===== config.mk =====
export PLATFORM = sky130hd
export DESIGN_NAME = ascon_pc
export DESIGN_NICKNAME = d
export VERILOG_FILES = /design/src/rtl/ascon_pc.sv
export SDC_FILE = /design/constraint.sdc
export NUM_CORES = 1
export LEC_CHECK = 0
export CAP_MARGIN = 30
export CORE_AREA = 2 2 254 256
export DETAILED_ROUTE_END_ITERATION = 10
export DIE_AREA = 0 0 256 258
export DONT_BUFFER_PORTS = 1
export SYNTH_ARGS = -nofsm -noshare
export SYNTH_HDL_FRONTEND = slang
export SYNTH_SLANG_ARGS = --single-unit

===== constraint.sdc =====
create_clock -name clk_i -period 1 [get_ports clk_i]
set_clock_uncertainty 0.15 [all_clocks]
set_input_delay 0.2 -clock clk_i [delete_from_list [all_inputs] [get_ports clk_i]]
set_output_delay 0.2 -clock clk_i [all_outputs]
set_load 0.005 [all_outputs]

===== src/rtl/ascon_pc.sv =====
// ASCON constant-addition layer (p_C): XORs the round constant into the low byte of x2.
// The result is registered, so there is no combinational path from any input to an output.
module ascon_pc (
  input  logic         clk_i,
  input  logic         rst_ni,
  input  logic         valid_i,
  input  logic [3:0]   round_i,
  input  logic [319:0] S_i,
  output logic         valid_o,
  output logic [319:0] S_o
);

  // Round constant table; indices 12..15 give a zero constant, so the state passes through unchanged.
  function automatic logic [7:0] round_const(input logic [3:0] r);
    logic [7:0] c;
    case (r)
      4'd0:    c = 8'hF0;
      4'd1:    c = 8'hE1;
      4'd2:    c = 8'hD2;
      4'd3:    c = 8'hC3;
      4'd4:    c = 8'hB4;
      4'd5:    c = 8'hA5;
      4'd6:    c = 8'h96;
      4'd7:    c = 8'h87;
      4'd8:    c = 8'h78;
      4'd9:    c = 8'h69;
      4'd10:   c = 8'h5A;
      4'd11:   c = 8'h4B;
      default: c = 8'h00;
    endcase
    return c;
  endfunction

  logic [319:0] state_s;
  logic [319:0] state_r;
  logic         valid_r;

  // Next state: capture the constant-added input state when valid, otherwise hold.
  always_comb begin
    state_s = state_r;
    if (valid_i) begin
      state_s            = S_i;
      state_s[135:128]   = S_i[135:128] ^ round_const(round_i);
    end else begin
      state_s = state_r;
    end
  end

  // Output registers, cleared asynchronously so an in-flight result is discarded on reset.
  always_ff @(posedge clk_i or negedge rst_ni) begin
    if (!rst_ni) begin
      state_r <= 320'h0;
      valid_r <= 1'b0;
    end else begin
      state_r <= state_s;
      valid_r <= valid_i;
    end
  end

  assign S_o     = state_r;
  assign valid_o = valid_r;

endmodule


==> results of run 1 <==
[metal layers]
layer	vias up	part of all wire	global-route usage
met2	388	0.50	0.183
met4	4	0.032	0.0390
met5	-	0.00074	0
met3	62	0.085	0.0411
li1	3444	-	-
met1	3972	0.38	0.119
[timing repair]
item / in CTS / in global routing
endpoints found under the setup margin: 322 / 373
buffers inserted: 45 / 31
endpoints found under the hold margin: 642 / 601
gates resized for setup: 120 / 55
pin swaps: 0 / 0
[worst reg2reg max path: stages, from the launching register on]
cell and delay, ps:
dfrtp_1 410, buf_6 130, buf_6 100, mux2_4 250
[power by group through the flow]
stage	clock network [mW]	registers [mW]	logic, mW
final	13.3	15.5	5.00
after global routing	14.4	15.7	5.26
after CTS	13.9	15.5	4.71
after detailed placement	0	15.6	3.07
after global placement	0	15.6	2.98
after floorplan	0	15.3	2.45
[worst max path at each step]
| stage | from | end | slack (ps) | depth (start not counted) |
|---|---|---|---|---|
| 3_3_place_gp | valid_i | S_o[219] | -50 | 1 |
| 6_report | S_o[221] | S_o[221] | -470 | 1 |
| 5_1_grt | S_o[221] | S_o[221] | -510 | 1 |
| 2_1_floorplan | valid_i | S_o[185] | -170 | 4 |
| 3_5_place_dp | valid_i | S_o[215] | -70 | 1 |
| 4_1_cts | S_o[115] | S_o[115] | -510 | 1 |
[kinds of logic (layout without fill, tap and decap cells)]
group,count (synthesis),in the layout
XOR/XNOR,8,8
flip-flops,321,321
multiplexers,314,314
AO/OA/AOI/OAI,10,10
AND/OR/NAND/NOR,8,8
buffers and inverters,36,565
[final cells by class]
cell class / instances / share of cell area
Multi-Input combinational cell: 340 / 0.228
Clock buffer: 53 / 0.0507
Clock inverter: 10 / 0.00774
Timing Repair Buffer: 502 / 0.259
Sequential cell: 321 / 0.401
Tap cell: 855 / 0.0533
[Yosys cell counts, drive strengths merged]
cell,instances,area (µm²)
buf,36,277
a21boi,2,15.0
dfrtp,321,8030
a21oi,8,40.0
xnor2,8,70.1
nor2b,2,12.5
mux2,314,4020
nor2,6,22.5
[registers in the layout (all words and copies together) (netlist names)]
register and cells:
valid_o 1, S_o 320
[cells in the final DEF, fill, tap and decap left out, drive strengths merged]
cell type	n
clkinvlp	2
dlymetal6s4s	2
mux2	314
nor2b	2
a21oi	8
nor2	6
buf	179
clkbuf	53
a21boi	2
bufinv	4
clkinv	4
xnor2	8
dlygate4sd3	321
dfrtp	321
[per-stage QoR]
| step | utilization | TNS (ps) | cell area (µm²) |
|---|---|---|---|
| after global placement | 0.229 | -2590 | 14500 |
| after detailed placement | 0.229 | -3450 | 14500 |
| after floorplan | - | -35770 | 13200 |
| after global routing | 0.315 | -125010 | 20100 |
| after CTS | 0.310 | -121250 | 19700 |
| final | 0.315 | -105350 | 20100 |
==> qor.csv, run 1 <==
stage,metric,value,unit
sta,hold_ws,-772,ps
sta,worst setup margin,-466,ps
worst_setup_path,worst path bufs/invs,1,
finish,Register Area,8040,µm²
routing,DR pass1 iterations,4,
clocking,CTS Hold Buffers Added,323,
die,Die Area,66000,µm²
finish,layout cells sized above 1,0.447,
worst_setup_path,Critical Path RT,650,ps
sta,Worst Tran Pin Value,806,ps
die,Die Y-Extent,258,µm
global_routing,global route overflow,0,
synth,mux cell area share after synthesis,0.322,
outcome,status,"finished, violations left",
worst_setup_path,Worst path slowest cell,dfrtp_2,
worst_setup_path,CP peak stage delay,460,ps
sta,Tcrit/Tclk final,1.47,
outcome,failing checks,"hold timing, setup timing",
worst_setup_path,Setup crit start kind,register,
worst_setup_path,reg2reg start,S_o[88],
routing,DRT iter0 DRCs,500,
worst_setup_path,"delay-heaviest family, CP",flip-flops,
synth,mapped cell area,12500,µm²
sta,RSZ-0062 raised after global routing,true,
place,dpl ws,-68.8,ps
synth,synthesized flop and latch total,321,
power,Pleak,9.02,nW
synth,Compound-Gate Fraction of Synth Area,0.00441,
clocking,CTS tree,yes,
power,combinational share of power,0.148,
power,Internal,26.2,mW
synth,Post-Syn Instances,697,
sta,Final Max Tran Viols,0,
global_routing,vias in the first global route,8968,
place,Placed Instances,1633,
place,GP Congestion,0.816,
place,# port buffers,0,
power,worst vdd ir,1.14,mV
clocking,Max Root-Sink Buffers,3,
clocking,H-Tree Depth,2,
worst_setup_path,"Cell Chain, Critical Path",buf_6,
sta,final setup fails,381,
place,dpl hpwl,21.8,mm
synth,Synth Area per Inst,17.9,µm²
sta,final hold violation count,398,
clocking,Num CTS Buffers,36,
flow_run,max-cap viol count,0,
synth,fraction of synthesized cell area in xor and xnor cells,0.00561,
finish,Syn-to-layout area delta,60.6,%
routing,DR WL/cell,17.6,µm
die,row cnt,93,
die,Die Span X,256,µm
sta,final worst path period need,1470,ps
global_routing,GR Util All Layers,0.106,
synth,Yosys warning count,0,
synth,largest family of logic cells by synthesized area,multiplexers,
power,Net Sw Frac,0.225,
die,Starting Density,0.196,
finish,Post-Layout Cell Count,2081,
finish,fillers,6104,
worst_setup_path,RR Endpoint,S_o[88],
synth,Yosys cell types,11,
clocking,clock tree root buffer cell,clkbuf_16,
global_routing,first-pass GRT wire length,55.7,mm
global_routing,largest net degree at the start of global routing,328,
synth,sequential element share of the synthesized area,0.643,
finish,Nets,1528,
power,P per Cell Area,1690,nW/µm²
routing,"antenna viol nets, final",0,
synth,adder-cell share of the synthesized area,0,
sta,Max Fclk,0.682,GHz
die,IO Count,648,
power,Pwr Total,33.8,mW
worst_setup_path,kind of critical path,reg -> out,
routing,final wirelength,36.7,mm
power,Sw Pwr,7.60,mW
power,clock share of power,0.394,
worst_setup_path,crit path DAT,1120,ps
worst_setup_path,R2R cell count,3,
routing,Via Count,7870,
routing,drt drc,0,
worst_setup_path,Critical Path Sink Type,primary output,
die,core area,63600,µm²
routing,Vias/cell,3.78,
sta,Slew Limit Headroom,0.463,
clocking,Skew-Pair Late Insertion Delay,520,ps
synth,syn nets,1024,
finish,Multi-input gate area,4570,µm²
finish,n_diodes,0,
clocking,clk sinks,321,
synth,Simple-Gate Fraction of Synth Area,0.00281,
worst_setup_path,flop-to-flop setup slack,-150,ps
global_routing,antenna violations before repair,3,
power,Sequential Power Share,0.458,
worst_hold_path,worst hold-check path type,in -> async,
clocking,clk slew on worst S/H paths,60,ps
worst_setup_path,Crit Path Max Fanout,2,
Power figures use the tool's default switching activity.
==> run 2, diff against run 1 <==
--- a/config.mk
+++ b/config.mk
@@ -10,6 +10,7 @@
 export DETAILED_ROUTE_END_ITERATION = 10
 export DIE_AREA = 0 0 256 258
 export DONT_BUFFER_PORTS = 1
+export PLACE_DENSITY = 0.31
 export SYNTH_ARGS = -nofsm -noshare
 export SYNTH_HDL_FRONTEND = slang
 export SYNTH_SLANG_ARGS = --single-unit
==> qor.csv, run 2 (synthesis gave the netlist of run 1 again) <==
stage,metric,value,unit,change
worst_setup_path,worst path bufs/invs,1,,unchanged
power,P per Cell Area,1760,nW/µm²,+4.2%
sta,final worst path period need,1430,ps,-31.3 ps
global_routing,met3 usage,0.0502,,+0.00903
global_routing,vias in the first global route,9010,,+0.47%
clocking,Max Root-Sink Buffers,3,,unchanged
worst_setup_path,kind of critical path,reg -> out,,
routing,Via Count,7886,,+0.20%
sta,hold_ws,-788,ps,-16.8 ps
die,Die Span X,256,µm,unchanged
routing,Vias/cell,3.77,,-0.23%
clocking,Skew-Pair Late Insertion Delay,540,ps,+20 ps
global_routing,antenna violations before repair,0,,-3
finish,layout cells sized above 1,0.452,,+0.00484
flow_run,max-cap viol count,0,,unchanged
sta,Tcrit/Tclk final,1.43,,-0.0313
sta,worst setup margin,-434,ps,+31.3 ps
die,Starting Density,0.196,,unchanged
finish,Register Area,8030,µm²,about the same
finish,fin area,20200,µm²,+0.85%
worst_setup_path,"Cell Chain, Critical Path",buf_6,,
worst_setup_path,Worst path slowest cell,dfrtp_1,,
clocking,clock tree root buffer cell,clkbuf_16,,
worst_setup_path,reg2reg start,S_o[189],,
global_routing,first-pass GRT wire length,57.9,mm,+3.9%
finish,max reg flops,320,,unchanged
worst_setup_path,"delay-heaviest family, CP",flip-flops,,
sta,Final Max Tran Viols,0,,unchanged
sta,final setup fails,380,,-0.26%
sta,Max Fclk,0.697,GHz,+2.2%
finish,Nets,1534,,+0.39%
worst_setup_path,CP Depth,1,,unchanged
clocking,Num CTS Buffers,40,,+11%
clocking,clk sinks,321,,unchanged
die,IO Count,648,,unchanged
worst_setup_path,Critical Path RT,650,ps,about the same
finish,Syn-to-layout area delta,62.0,%,
clocking,CTS tree,yes,,
routing,drt drc,0,,unchanged
global_routing,met2 Usage GRT,0.200,,+0.0165
worst_setup_path,Crit Path Max Fanout,2,,unchanged
place,# port buffers,0,,unchanged
routing,DRT iter0 DRCs,338,,-32%
routing,"antenna viol nets, final",0,,unchanged
global_routing,largest net degree at the start of global routing,328,,unchanged
finish,fillers,6242,,+2.3%
global_routing,global route overflow,0,,unchanged
worst_setup_path,R2R cell count,2,,-1
place,dpl hpwl,25.5,mm,+17%
global_routing,GR Util All Layers,0.113,,+0.00620
power,worst vdd ir,1.28,mV,+12%
finish,"most common cell after layout, fill and taps aside",dlygate4sd3_1,,
sta,Worst Tran Pin Value,888,ps,+82.2 ps
global_routing,most used routing layer in global routing,met2,,
global_routing,met1 usage,0.117,,-0.00207
sta,final hold violation count,468,,+18%
routing,DR pass1 iterations,4,,unchanged
clocking,clk slew on worst S/H paths,60,ps,about the same
place,GP Congestion,0.764,,-6.4%
sta,final setup TNS,-110600,ps,-5250 ps
die,Die Y-Extent,258,µm,unchanged
sta,RSZ-0062 raised after global routing,true,,
finish,n_diodes,0,,unchanged
die,row cnt,93,,unchanged
worst_setup_path,crit path DAT,1080,ps,-40 ps
worst_setup_path,Crit. Startpoint,S_o[124],,
power,Pleak,9.13,nW,+1.2%
outcome,status,"finished, violations left",,
die,core area,63600,µm²,unchanged
finish,Multi-input gate area,4580,µm²,about the same
die,Die Area,66000,µm²,unchanged
finish,fin util,0.318,,+0.00269
worst_hold_path,worst hold-check path type,in -> async,,
place,Placed Area,14600,µm²,+0.21%
worst_setup_path,CP peak stage delay,400,ps,-60 ps
outcome,failing checks,"hold timing, setup timing",,
sta,Slew Limit Headroom,0.408,,-0.0548
worst_setup_path,Critical Path Sink Type,primary output,,
clocking,H-Tree Depth,2,,unchanged
routing,DR WL/cell,18.5,µm,+4.9%
finish,most frequent cells in the layout,"dlygate4sd3_1, dfrtp_1, mux2_4",,
worst_setup_path,Setup crit start kind,register,,
routing,final wirelength,38.7,mm,+5.4%
run 2: changes by cell type in the layout (fill, tap and decap cells not counted):
cell           delta
buf_6            -11
dlygate4sd3_1     +1
clkbuf_1          -6
clkinv_8          +1
mux2_2            -1
mux2_4            +1
clkbuf_8          +2
buf_4            +12
dfrtp_1           +4
clkinv_2          +4
dfrtp_2           -4
clkbuf_16         +5
bufinv_16         +1
run 2: layout make-up:
class | count | share of cell area
Sequential cell | 321 | 0.397
Timing Repair Buffer | 504 | 0.256
Multi-Input combinational cell | 340 | 0.226
Clock buffer | 54 | 0.0567
Tap cell | 855 | 0.0529
Clock inverter | 16 | 0.0109
run 2: path summary, 6_finish.rpt:
kind,endpoint,slack [ps]
setup / recovery,S_o[124],-430
hold / removal,S_o[303],-790
setup reg to reg,S_o[189],-60
hold reg to reg,S_o[29],380
max in group asynchronous,S_o[318],760
min in group clk_i,valid_o,-380
run 2: what timing repair did:
| item | CTS | global route |
|---|---|---|
| buffers inserted | 43 | 30 |
| endpoints found under the setup margin | 321 | 370 |
| endpoints found under the hold margin | 642 | 539 |
| hold buffers | 323 | 1 |
| gates resized for setup | 121 | 40 |
run 2: power breakdown:
part	leakage (nW)	internal, mW	switching (mW)
combinational	4.71	3.84	1.19
sequential	3.75	14.3	1.14
clock	0.671	9.31	5.78
run 2: stage by stage:
stage / std cells / power, mW / setup slack, ps / hold slack (ps)
final: 2090 / 35.6 / -434 / -788
after floorplan: 697 / 17.8 / -170 / -246
after global routing: 2090 / 37.2 / -512 / -831
after detailed placement: 1637 / 18.8 / -18.0 / -236
after CTS: 2073 / 36.0 / -493 / -842
after global placement: 1637 / 18.8 / 38.6 / -237
run 2: per-layer routing:
| metal | up-vias | share of wire |
|---|---|---|
| met3 | 75 | 0.10 |
| li1 | 3453 | - |
| met4 | 0 | 0.030 |
| met1 | 3959 | 0.35 |
| met5 | - | 0 |
| met2 | 399 | 0.52 |
